### config.mk
export PLATFORM = sky130hd
export DESIGN_NAME = serial_sub_ctrl
export DESIGN_NICKNAME = d
export VERILOG_FILES = /design/src/rtl/serial_sub_ctrl_pkg.sv /design/src/rtl/halfsub.sv /design/src/rtl/serial_fullsub_cell.sv /design/src/rtl/serial_sub_ctrl.sv
export SDC_FILE = /design/constraint.sdc
export NUM_CORES = 1
export LEC_CHECK = 0
export ABC_AREA = 1
export CAP_MARGIN = 20
export CORE_MARGIN = 2
export CORE_UTILIZATION = 42
export CTS_BUF_LIST = sky130_fd_sc_hd__clkbuf_4
export CTS_CLUSTER_DIAMETER = 60
export DETAILED_ROUTE_END_ITERATION = 8
export DONT_BUFFER_PORTS = 1
export SYNTH_ARGS = -nofsm -noshare
export SYNTH_HDL_FRONTEND = slang
export SYNTH_SLANG_ARGS = --single-unit
### constraint.sdc
create_clock -name clk -period 1.95 [get_ports clk]
set_input_delay 0.195 -clock clk [delete_from_list [all_inputs] [get_ports clk]]
set_output_delay 0.195 -clock clk [all_outputs]
set_load 0.05 [all_outputs]
### src/rtl/serial_sub_ctrl_pkg.sv
// Shared constants for the bit-serial subtractor: FSM state encoding and default width.
// Pure declarations; no logic, no latency, no flow control.
package serial_sub_ctrl_pkg;

  localparam logic [1:0] ST_IDLE = 2'd0;
  localparam logic [1:0] ST_RUN  = 2'd1;
  localparam logic [1:0] ST_DONE = 2'd2;

  localparam int DEFAULT_W = 8;

endpackage

### src/rtl/halfsub.sv
// One-bit half subtractor: d = a - b, bor set when b > a.
// Combinational, zero latency, no flow control.
module halfsub (
  input  logic a,
  input  logic b,
  output logic d,
  output logic bor
);

  assign d   = a ^ b;
  assign bor = ~a & b;

endmodule

### src/rtl/serial_fullsub_cell.sv
// Full subtractor built from two half subtractors; the single shared datapath cell.
// Combinational, zero latency, no flow control.
module serial_fullsub_cell (
  input  logic a,
  input  logic b,
  input  logic bin,
  output logic d,
  output logic bout
);

  logic d1, b1, b2;

  halfsub u_hs1 (.a(a),  .b(b),   .d(d1), .bor(b1));
  halfsub u_hs2 (.a(d1), .b(bin), .d(d),  .bor(b2));

  assign bout = b1 | b2;

endmodule

### src/rtl/serial_sub_ctrl.sv
// Bit-serial A-B sequencer, LSB first; done pulses W+1 cycles after start is accepted,
// start is ignored while busy. Optional signed-overflow output under SERIAL_SUB_OVF_EN.
module serial_sub_ctrl
  import serial_sub_ctrl_pkg::*;
#(
  parameter  int W  = DEFAULT_W,
  localparam int CW = $clog2(W)
) (
  input  logic         clk,
  input  logic         rst_n,
  input  logic         start,
  input  logic [W-1:0] a_in,
  input  logic [W-1:0] b_in,
  output logic         busy,
  output logic         done,
  output logic [W-1:0] diff,
  output logic         bor
`ifdef SERIAL_SUB_OVF_EN
  ,
  output logic         ovf
`endif
);

  logic [1:0]    state_q, state_d;
  logic [W-1:0]  a_sr_q, a_sr_d, b_sr_q, b_sr_d;
  logic [W-1:0]  res_q, res_d, diff_q, diff_d;
  logic [CW-1:0] cnt_q, cnt_d;
  logic          brw_q, brw_d, bor_q, bor_d, done_q, done_d;
  logic          cell_d, cell_bout, last_bit;

  serial_fullsub_cell u_cell (
    .a    (a_sr_q[0]),
    .b    (b_sr_q[0]),
    .bin  (brw_q),
    .d    (cell_d),
    .bout (cell_bout)
  );

  assign last_bit = (cnt_q == CW'(W - 1));

`ifdef SERIAL_SUB_OVF_EN
  logic ovf_msb_q, ovf_msb_d, ovf_q, ovf_d;
`endif

  always_comb begin
    state_d = state_q;
    a_sr_d  = a_sr_q;
    b_sr_d  = b_sr_q;
    res_d   = res_q;
    diff_d  = diff_q;
    cnt_d   = cnt_q;
    brw_d   = brw_q;
    bor_d   = bor_q;
    done_d  = 1'b0;
`ifdef SERIAL_SUB_OVF_EN
    ovf_msb_d = ovf_msb_q;
    ovf_d     = ovf_q;
`endif
    case (state_q)
      ST_IDLE: begin
        if (start) begin
          a_sr_d  = a_in;
          b_sr_d  = b_in;
          brw_d   = 1'b0;
          cnt_d   = '0;
          state_d = ST_RUN;
        end
      end
      ST_RUN: begin
        // Result fills from the MSB side so bit 0 lands at position 0 after W shifts.
        res_d  = {cell_d, res_q[W-1:1]};
        brw_d  = cell_bout;
        a_sr_d = a_sr_q >> 1;
        b_sr_d = b_sr_q >> 1;
        if (last_bit) begin
          state_d = ST_DONE;
`ifdef SERIAL_SUB_OVF_EN
          ovf_msb_d = (a_sr_q[0] ^ b_sr_q[0]) & (a_sr_q[0] ^ cell_d);
`endif
        end else begin
          cnt_d = cnt_q + 1'b1;
        end
      end
      ST_DONE: begin
        diff_d  = res_q;
        bor_d   = brw_q;
        done_d  = 1'b1;
        state_d = ST_IDLE;
`ifdef SERIAL_SUB_OVF_EN
        ovf_d = ovf_msb_q;
`endif
      end
      default: state_d = ST_IDLE;
    endcase
  end

  always_ff @(posedge clk) begin
    if (!rst_n) begin
      state_q <= ST_IDLE;
      a_sr_q  <= '0;
      b_sr_q  <= '0;
      res_q   <= '0;
      diff_q  <= '0;
      cnt_q   <= '0;
      brw_q   <= 1'b0;
      bor_q   <= 1'b0;
      done_q  <= 1'b0;
`ifdef SERIAL_SUB_OVF_EN
      ovf_msb_q <= 1'b0;
      ovf_q     <= 1'b0;
`endif
    end else begin
      state_q <= state_d;
      a_sr_q  <= a_sr_d;
      b_sr_q  <= b_sr_d;
      res_q   <= res_d;
      diff_q  <= diff_d;
      cnt_q   <= cnt_d;
      brw_q   <= brw_d;
      bor_q   <= bor_d;
      done_q  <= done_d;
`ifdef SERIAL_SUB_OVF_EN
      ovf_msb_q <= ovf_msb_d;
      ovf_q     <= ovf_d;
`endif
    end
  end

  assign busy = (state_q == ST_RUN) || (state_q == ST_DONE);
  assign done = done_q;
  assign diff = diff_q;
  assign bor  = bor_q;
`ifdef SERIAL_SUB_OVF_EN
  assign ovf  = ovf_q;
`endif

endmodule

* After elaboration in Yosys (flattened, before gate mapping)
Cells that the tools add are included.
** Word-level totals
- Logic and storage cells :: 42
- Bits of input ports :: 19
- Register bits after elaboration :: 40
- Output and inout bits :: 11
** Operators by class
- Bitwise gates (word level) :: 7
- Eq/ne operators :: 6
- Reductions and logical operators :: 6
- Add/sub/neg operators :: 1
- Muxes and demuxes :: 13
** Operators with widths (count)
- case mux 8 bit (2 select lines) :: 2
- two-way mux 8 bit :: 2
- two-way mux 3 bit :: 2
- != test 2 bit (second input constant) :: 3
- case mux 3 bit (2 select lines) :: 1
- two-way mux 2 bit :: 2
- case mux 2 bit (2 select lines) :: 1
- AND reduction 2 bit :: 2
- adder 3 x 1 -> 3 bit (second input constant) :: 1
- equality test 3 bit (second input constant) :: 1
- AND reduction 3 bit :: 1
- AND 1 bit :: 2
- equality test 2 x 1 -> 1 bit (second input constant) :: 1
- equality test 2 bit (second input constant) :: 1
- zero test 2 bit :: 1
- two-way mux 1 bit :: 2
- NOT 1 bit :: 2
- case mux 1 bit (2 select lines) :: 1
- nonzero test 2 bit :: 1
- bitwise XOR 1 bit :: 2
- logical OR 1 bit :: 1
- bitwise OR 1 bit :: 1

* Logic depth before layout (Yosys ltp)
Gate-level depths: netlist of run 1.
- Word-level depth :: 5
- Depth in mapped cells :: 9
- Gate-level depth less buffers :: 8

* By module
From an unflattened synthesis of run 1, not the netlist that was laid out.
** Unflattened totals
- Cells, all modules :: 261
- Area, all modules :: 1841.8 um^2
** By module, submodules not included
- serial_sub_ctrl :: area each 1790.5 um^2, seq. area each 800.8 um^2, times used 1, cells an instance 252
- halfsub :: area each 20.0 um^2, seq. area each 0.0 um^2, times used 2, cells an instance 3
- serial_fullsub_cell :: area each 11.3 um^2, seq. area each 0.0 um^2, times used 1, cells an instance 3

* Worst setup path before layout of run 1
OpenSTA, ideal clock, no wires.
- Path type :: reg-to-reg
- From :: register state_q[0]
- To :: register a_sr_q[0]
- Path slack :: 0.576 ns
- Period minus slack after synthesis :: 1.374 ns
- Arrival time :: 1.258 ns
- Setup time :: 0.116 ns
- Path buffers :: 2
- Cell stages (with the launch flop) :: 9
- Required time :: 1.834 ns
- Cell sequence :: dfxtp_1 -> inv_1 -> ha_1 -> buf_6 -> nand2_1 -> o21ai_4 -> buf_4 -> o21ai_0 -> nor2_1
** On the way
- Word-level cells in the longest chain between the ends :: 3
- Elaborated cells between the ends (all ways) :: 6
- Those cells by class :: eq/ne (2); mux (1); reduce/logical (3)
** Ends and longest elaborated chain
- from (decl) :: line serial_sub_ctrl.sv:24 : logic [1:0] state_q, state_d;
- from (signal assigned) :: line serial_sub_ctrl.sv:113 : state_q <= state_d;
- equality test 2 x 1 -> 1 bit / zero test 2 bit (equally long branches) :: line serial_sub_ctrl.sv:59 : case (state_q)
- nonzero test 2 bit (no source line) / != test 2 bit (equally long branches)
- AND reduction 2 bit (no source line)
- to (signal assigned) :: line serial_sub_ctrl.sv:114 : a_sr_q <= a_sr_d;
- to (decl) :: line serial_sub_ctrl.sv:25 : logic [W-1:0] a_sr_q, a_sr_d, b_sr_q, b_sr_d;
Parallel ways exist; a longest one is shown, timed or not.
A chain may end at the register's enable or synchronous reset.

* Worst setup path in the final report of run 1
- From :: register state_q[0]
- To :: register a_sr_q[7]
The elaborated chain is that of the path after synthesis.

==> impl_metrics.yaml, run 1 <==
worst_setup_path:
  startpoint: "state_q[0]"
  r2r-start: "state_q[0]"
  cp_slowest_stage_delay_ns: 0.44
  crit_chain: "inv_1 > ha_1 > nand2_4 > o21ai_4 > buf_4 > nand2_1 > a21oi_1"
  critPathLaunchType: "flip-flop"
  cp.required_ns: 2.24
  path_class: "flip-flop to flip-flop"
  crit_fanout: 17
  cp_slowest_cell: "ha_1"
  end_kind: "flip-flop"
  worstPathArrival_ns: 1.99
die:
  placement_rows: 24
  io_pins: 30
  coreArea_um2: 4324
  dieWidth_um: 70.87
  start_util_pct: 43.43
  dieArea_um2: 5023
  die_h_um: 70.87
cts:
  numCtsBuffers: 5
  path_clk_slew_ns: 0.12
  cts_setup_buffers: 0
  cts_root_buf: "clkbuf_4"
  tritoncts: "done"
  cts-root-to-sink-buffers: 2
  worstSkewPairLatency_ns: 0.35
  clkSinkCount: 40
  h-tree-depth: 2
route:
  wirelength_um: 3560
  wl_per_cell_um: 11.63
  antenna_left: 0
  drc: 0
  vias: 1479
  first_pass_iters: 4
  drt_iter0_markers: 56
  avgViaCountPerCell: 4.833
power_and_ir_drop:
  total_switching_power_w: 0.001631
  p_leak_nw: 0.9436
  p_per_area_nw_per_um2: 1776
  switching_share_pct: 45.99
  pwr-share-comb_pct: 41.9
  ir_drop_uv: 700.6
  p_int_w: 0.001916
  p_clk_share_pct: 15.5
  pwr-share-seq_pct: 42.6
timing:
  timing.slew.headroom_pct: 66.32
  report.final.slew_viol_count: 0
  period_share_pct: 87.30
  tightest_slew_ns: 0.5045
  rsz0062_at_grt: "false"
  timing.fmax_mhz: 587.5
  finalClockSkew_ns: 0.007908
  setup_tns_ns: 0
  setup_viol_count_final: 0
  min_period_ns: 1.702
  finalHoldViolCount: 0
cells_and_area:
  layout-drive-gt1-share_pct: 15.75
  fill_cells: 462
  final_nets: 280
  finalNonFillerCells: 306
  area_growth_pct: 6.329
  diodes: 0
job:
  maxCapViolCount: 0
grt:
  grt_antenna_before_repair: 0
  first_global_vias: 1381
  grt_max_degree: 39
  track_usage_pct: 15.76
  grt_first_pass_wirelength_um: 6203
  gr-total-overflow: 0
hold_path:
  hp-start: "start"
  hold_class: "input pin to flip-flop"
placed_design:
  portBuffers: 0
  detailed_place_hpwl_um: 2422
  dp.cells: 296
  gp_congestion: 0.7187
logic_synthesis:
  synth-seq-cells: 40
  ys_seq_area_share_pct: 42.64
  yosysWarnings: 0
  synthesis.instances: 252
  syn_area_um2: 1878
  avgSynthCellArea_um2: 7.453
  netlist-cell-type-count: 25
  syn-num-nets: 279
run_status:
  status: "completed"
==> cell families (layout without fill, tap and decap cells) <==
group                    count (synthesis)  count (layout)  share of synthesized area, %
AO/OA/AOI/OAI                           40              40                         12.19
flip-flops                              40              40                         42.64
buffers and inverters                   30              32                         8.927
adder cells (fa/ha/maj)                  8               8                         5.729
AND/OR/NAND/NOR                        134             134                         30.51
==> Yosys cell counts <==
master     n  area, um^2
nor2_1    57       214.0
nand2_1   50       187.7
dfxtp_1   40       800.8
o21ai_0   30       150.1
inv_1     13       48.80
nand2_2   10       62.56
nor2_2    10       62.56
ha_1       7       87.58
a21oi_1    5       25.02
buf_2      5       25.02
nand4_1    4       25.02
buf_6      3       33.78
buf_4      2       15.01
clkbuf_1   2       7.510
inv_2      2       7.510
nand3_1    2       10.01
o21ai_4    2       32.53
buf_12     1       20.02
clkinv_1   1       3.750
fa_1       1       20.02
inv_4      1       6.260
nand2_4    1       11.26
o211ai_1   1       7.510
o21ai_1    1       5.000
o21ai_2    1       8.760
==> worst max-delay path, delay by kind of cell, from the launching register on <==
kind / cells / cell delay (ns)
buffers and inverters: 2 / 0.38
AO/OA/AOI/OAI: 2 / 0.21
flip-flops: 1 / 0.36
adder cells (fa/ha/maj): 1 / 0.44
AND/OR/NAND/NOR: 2 / 0.24
==> layout make-up <==
type	count	area, um^2	share of cell area (%)
clock buffers	5	37.54	1.880
repair buffers	7	75.07	3.759
inverters	17	66.31	3.321
clock inverters	3	42.54	2.130
well taps	52	65.06	3.258
multi-input cells	182	909.6	45.55
flip-flops and latches	40	800.8	40.10
==> metal layers <==
| layer | GRT usage [%] | part of all wire [%] |
|---|---|---|
| met5 | 0 | 0 |
| met4 | 7.547 | 2.1 |
| met3 | 4.416 | 4.4 |
| met2 | 26.90 | 49 |
| met1 | 18.16 | 44 |
==> placed cells by master (no fill, tap or decap), types with 2 or more instances in the layout <==
master     n
a21oi_1    5
buf_4      5
clkbuf_4   5
clkinv_1   2
dfxtp_1   40
ha_1       7
inv_1     13
inv_2      2
nand2_1   50
nand2_2   10
nand3_1    2
nand4_1    4
nor2_1    57
nor2_2    10
o21ai_0   30
o21ai_4    2
==> power groups by stage <==
stage          combinational (W)  sequential, W  clock [W]
2_1_floorplan            0.00136        0.00149          0
3_3_place_gp             0.00149        0.00153          0
3_5_place_dp             0.00151        0.00153          0
4_1_cts                  0.00152        0.00152   0.000567
5_1_grt                  0.00173        0.00156   0.000597
6_report                 0.00149        0.00151   0.000549
==> metrics by stage <==
step	power (W)	cell area, um^2	hold slack, ns	setup WS (ns)	utilization [%]
floorplan	0.002849	1878	0.3611	0.5760	-
global placement	0.003021	1879	0.3041	0.3464	43.46
detailed placement	0.003038	1879	0.3023	0.2723	43.46
CTS	0.003606	1969	0.008537	0.2217	45.54
global route	0.003883	1997	0.02028	0.04206	46.18
finish	0.003547	1997	0.01362	0.2477	46.18
==> state kept, by name (all words and copies together) (netlist names) <==
name	cells
a_sr_q	8
bor	1
diff	8
cnt_q	3
done	1
res_q	8
b_sr_q	8
brw_q	1
state_q	2
==> final timing paths <==
kind                             endpoint  slack, ns  cells after the start
worst max register to register  a_sr_q[7]       0.25                      7
worst min register to register  b_sr_q[7]       0.49                      2
worst max-delay path            a_sr_q[7]       0.25                      7
worst min-delay path            b_sr_q[7]       0.01                      2
==> timing repair <==
| item | 4_1_cts | 5_1_grt |
|---|---|---|
| hold buffers | 1 | 0 |
| hold endpoints to repair | 40 | 0 |
| resized for setup | 0 | 0 |
Note: power is estimated with default switching activity, not from simulation.
==> run 2: changes to the inputs <==
Settings changed: CAP_MARGIN 20 to default, CTS_CLUSTER_SIZE from default to 40.
Clock period 1.95 ns to 2.1 ns, I/O delays scaled along.
==> run 2 against run 1 <==
Routed wire length up 4.1%. Utilization down 0.64 points. Global-route usage up 0.50 points. Combinational power down 6%. Via count down 0.41%. Maximum frequency down 4.4%. Critical endpoint is now b_sr_q[2]. Critical path depth down 1. Largest cell class unchanged. Total power down 6.7%. Largest power group unchanged. Critical path type unchanged. Worst setup slack better by 0.071 ns. Die area unchanged.
==> impl_metrics.yaml, run 2 (synthesis gave the netlist of run 1 again) <==
run_status:
  status: "completed"
route:
  wl_met2_um: 1697
  drc: 0
  wl_per_cell_um: 12.23
  antenna_left: 0
  routed-wl-met3_um: 160
  top_layer: "met4"
  drt_iter0_markers: 78
  met1Wirelength_um: 1790
  avgViaCountPerCell: 4.861
  first_pass_iters: 4
  wirelength_um: 3705
  vias: 1473
worst_setup_path:
  reg2reg_depth: 6
  end_kind: "flip-flop"
  r2r-end: "b_sr_q[2]"
  path_class: "flip-flop to flip-flop"
  critPathLaunchType: "flip-flop"
  r2r-start: "state_q[1]"
  crit_fanout: 21
  r2r_slack_ns: 0.32
  startpoint: "state_q[1]"
  worstPathArrival_ns: 2.07
  endpoint: "b_sr_q[2]"
  cp.required_ns: 2.38
die:
  coreArea_um2: 4324
  io_pins: 30
  dieArea_um2: 5023
  placement_rows: 24
  die_h_um: 70.87
  start_util_pct: 43.43
  dieWidth_um: 70.87
timing:
  rsz0062_at_grt: "false"
  layout_setup_ws_ns: 0.3190
  setup_viol_count_final: 0
  finalHoldWorstSlack_ns: 0.02409
  timing.fmax_mhz: 561.5
  report.final.slew_viol_count: 0
  timing.slew.headroom_pct: 26.34
  finalHoldViolCount: 0
  setup_tns_ns: 0
  finalClockSkew_ns: 0.005877
  period_share_pct: 84.81
  tightest_slew_ns: 1.101
  min_period_ns: 1.781
grt:
  gr-total-overflow: 0
  grt_antenna_before_repair: 0
  track_usage_pct: 16.26
  grt_max_degree: 36
  grt_first_pass_wirelength_um: 6499
  first_global_vias: 1405
cts:
  worstSkewPairLatency_ns: 0.34
  clkSinkCount: 40
  h-tree-depth: 2
  path_clk_slew_ns: 0.12
  cts-resized-gates: 0
  cts_root_buf: "clkbuf_4"
  cts-root-to-sink-buffers: 2
  tritoncts: "done"
  numCtsBuffers: 5
power_and_ir_drop:
  p_leak_nw: 0.9257
  switching_share_pct: 46.26
  pwr-share-comb_pct: 42.3
  total_switching_power_w: 0.001531
  p_int_w: 0.001778
  p_per_area_nw_per_um2: 1680
  p_clk_share_pct: 15.2
  pwr-share-seq_pct: 42.6
  ir_drop_uv: 509.3
job:
  maxCapViolCount: 0
placed_design:
  gp_congestion: 0.7432
  detailed_place_hpwl_um: 2398
  postPlaceCellArea_um2: 1869
  dp_slack_ns: 0.3764
  portBuffers: 0
cells_and_area:
  mostFrequentLayoutCells: "nor2_1, nand2_1, dfxtp_1, o21ai_0, inv_1"
  layout-drive-gt1-share_pct: 14.34
  final_nets: 277
  fin_area_um2: 1969
  diodes: 0
  layout_commonest_cell: "nor2_1"
  area_growth_pct: 4.863
hold_path:
  hold-path-cell-count: 2
  hold_class: "input pin to flip-flop"
run 2: power by group through the flow:
stage	Sequential, W	Clock [W]	Combinational (W)
after detailed placement	0.00142	0	0.00141
after CTS	0.00141	0.000523	0.00142
after global placement	0.00143	0	0.00137
after global routing	0.00145	0.000557	0.00162
final	0.00141	0.000503	0.00140
after floorplan	0.00138	0	0.00126
run 2: repair_timing:
item,4_1_cts,5_1_grt
hold buffers,1,1
hold endpoints to repair,35,2
setup buffers,0,0
run 2: worst min-delay path by stage:
stage                     start        end  slack [ns]
after global routing      rst_n      brw_q       0.005
after CTS                 rst_n  b_sr_q[5]       0.001
after floorplan           start  a_sr_q[7]        0.38
after detailed placement  rst_n       done        0.32
after global placement    rst_n       done        0.32
final                     rst_n      brw_q        0.02
run 2: area by class of cell:
class	count	area, um^2
fill	457	2355
multi-input combinational	182	909.6
sequential	40	800.8
inverter	17	66.31
tap	52	65.06
timing repair buffer	4	47.55
clock inverter	3	42.54
clock buffer	5	37.54
run 2: critical path, stage by stage, from the launching register on:
cell     delay, ns
dfxtp_1       0.33
inv_1         0.14
ha_1          0.43
inv_4         0.19
o21ai_4       0.36
o21ai_0       0.14
nor2_1        0.13
run 2: stage by stage:
step                utilization (%)  total power, W  std cells
finish                        45.54        0.003309        303
global placement              43.23        0.002801        293
floorplan                         -        0.002645        252
global route                  45.54        0.003626        303
CTS                           45.31        0.003351        302
detailed placement            43.23        0.002832        293
run 2: per-layer routing:
layer  vias up  global-route usage, %
met5         -                      0
met4         0                  6.289
met3         7                  4.558
met2        33                  26.79
met1       652                  20.19
li1        781                      -
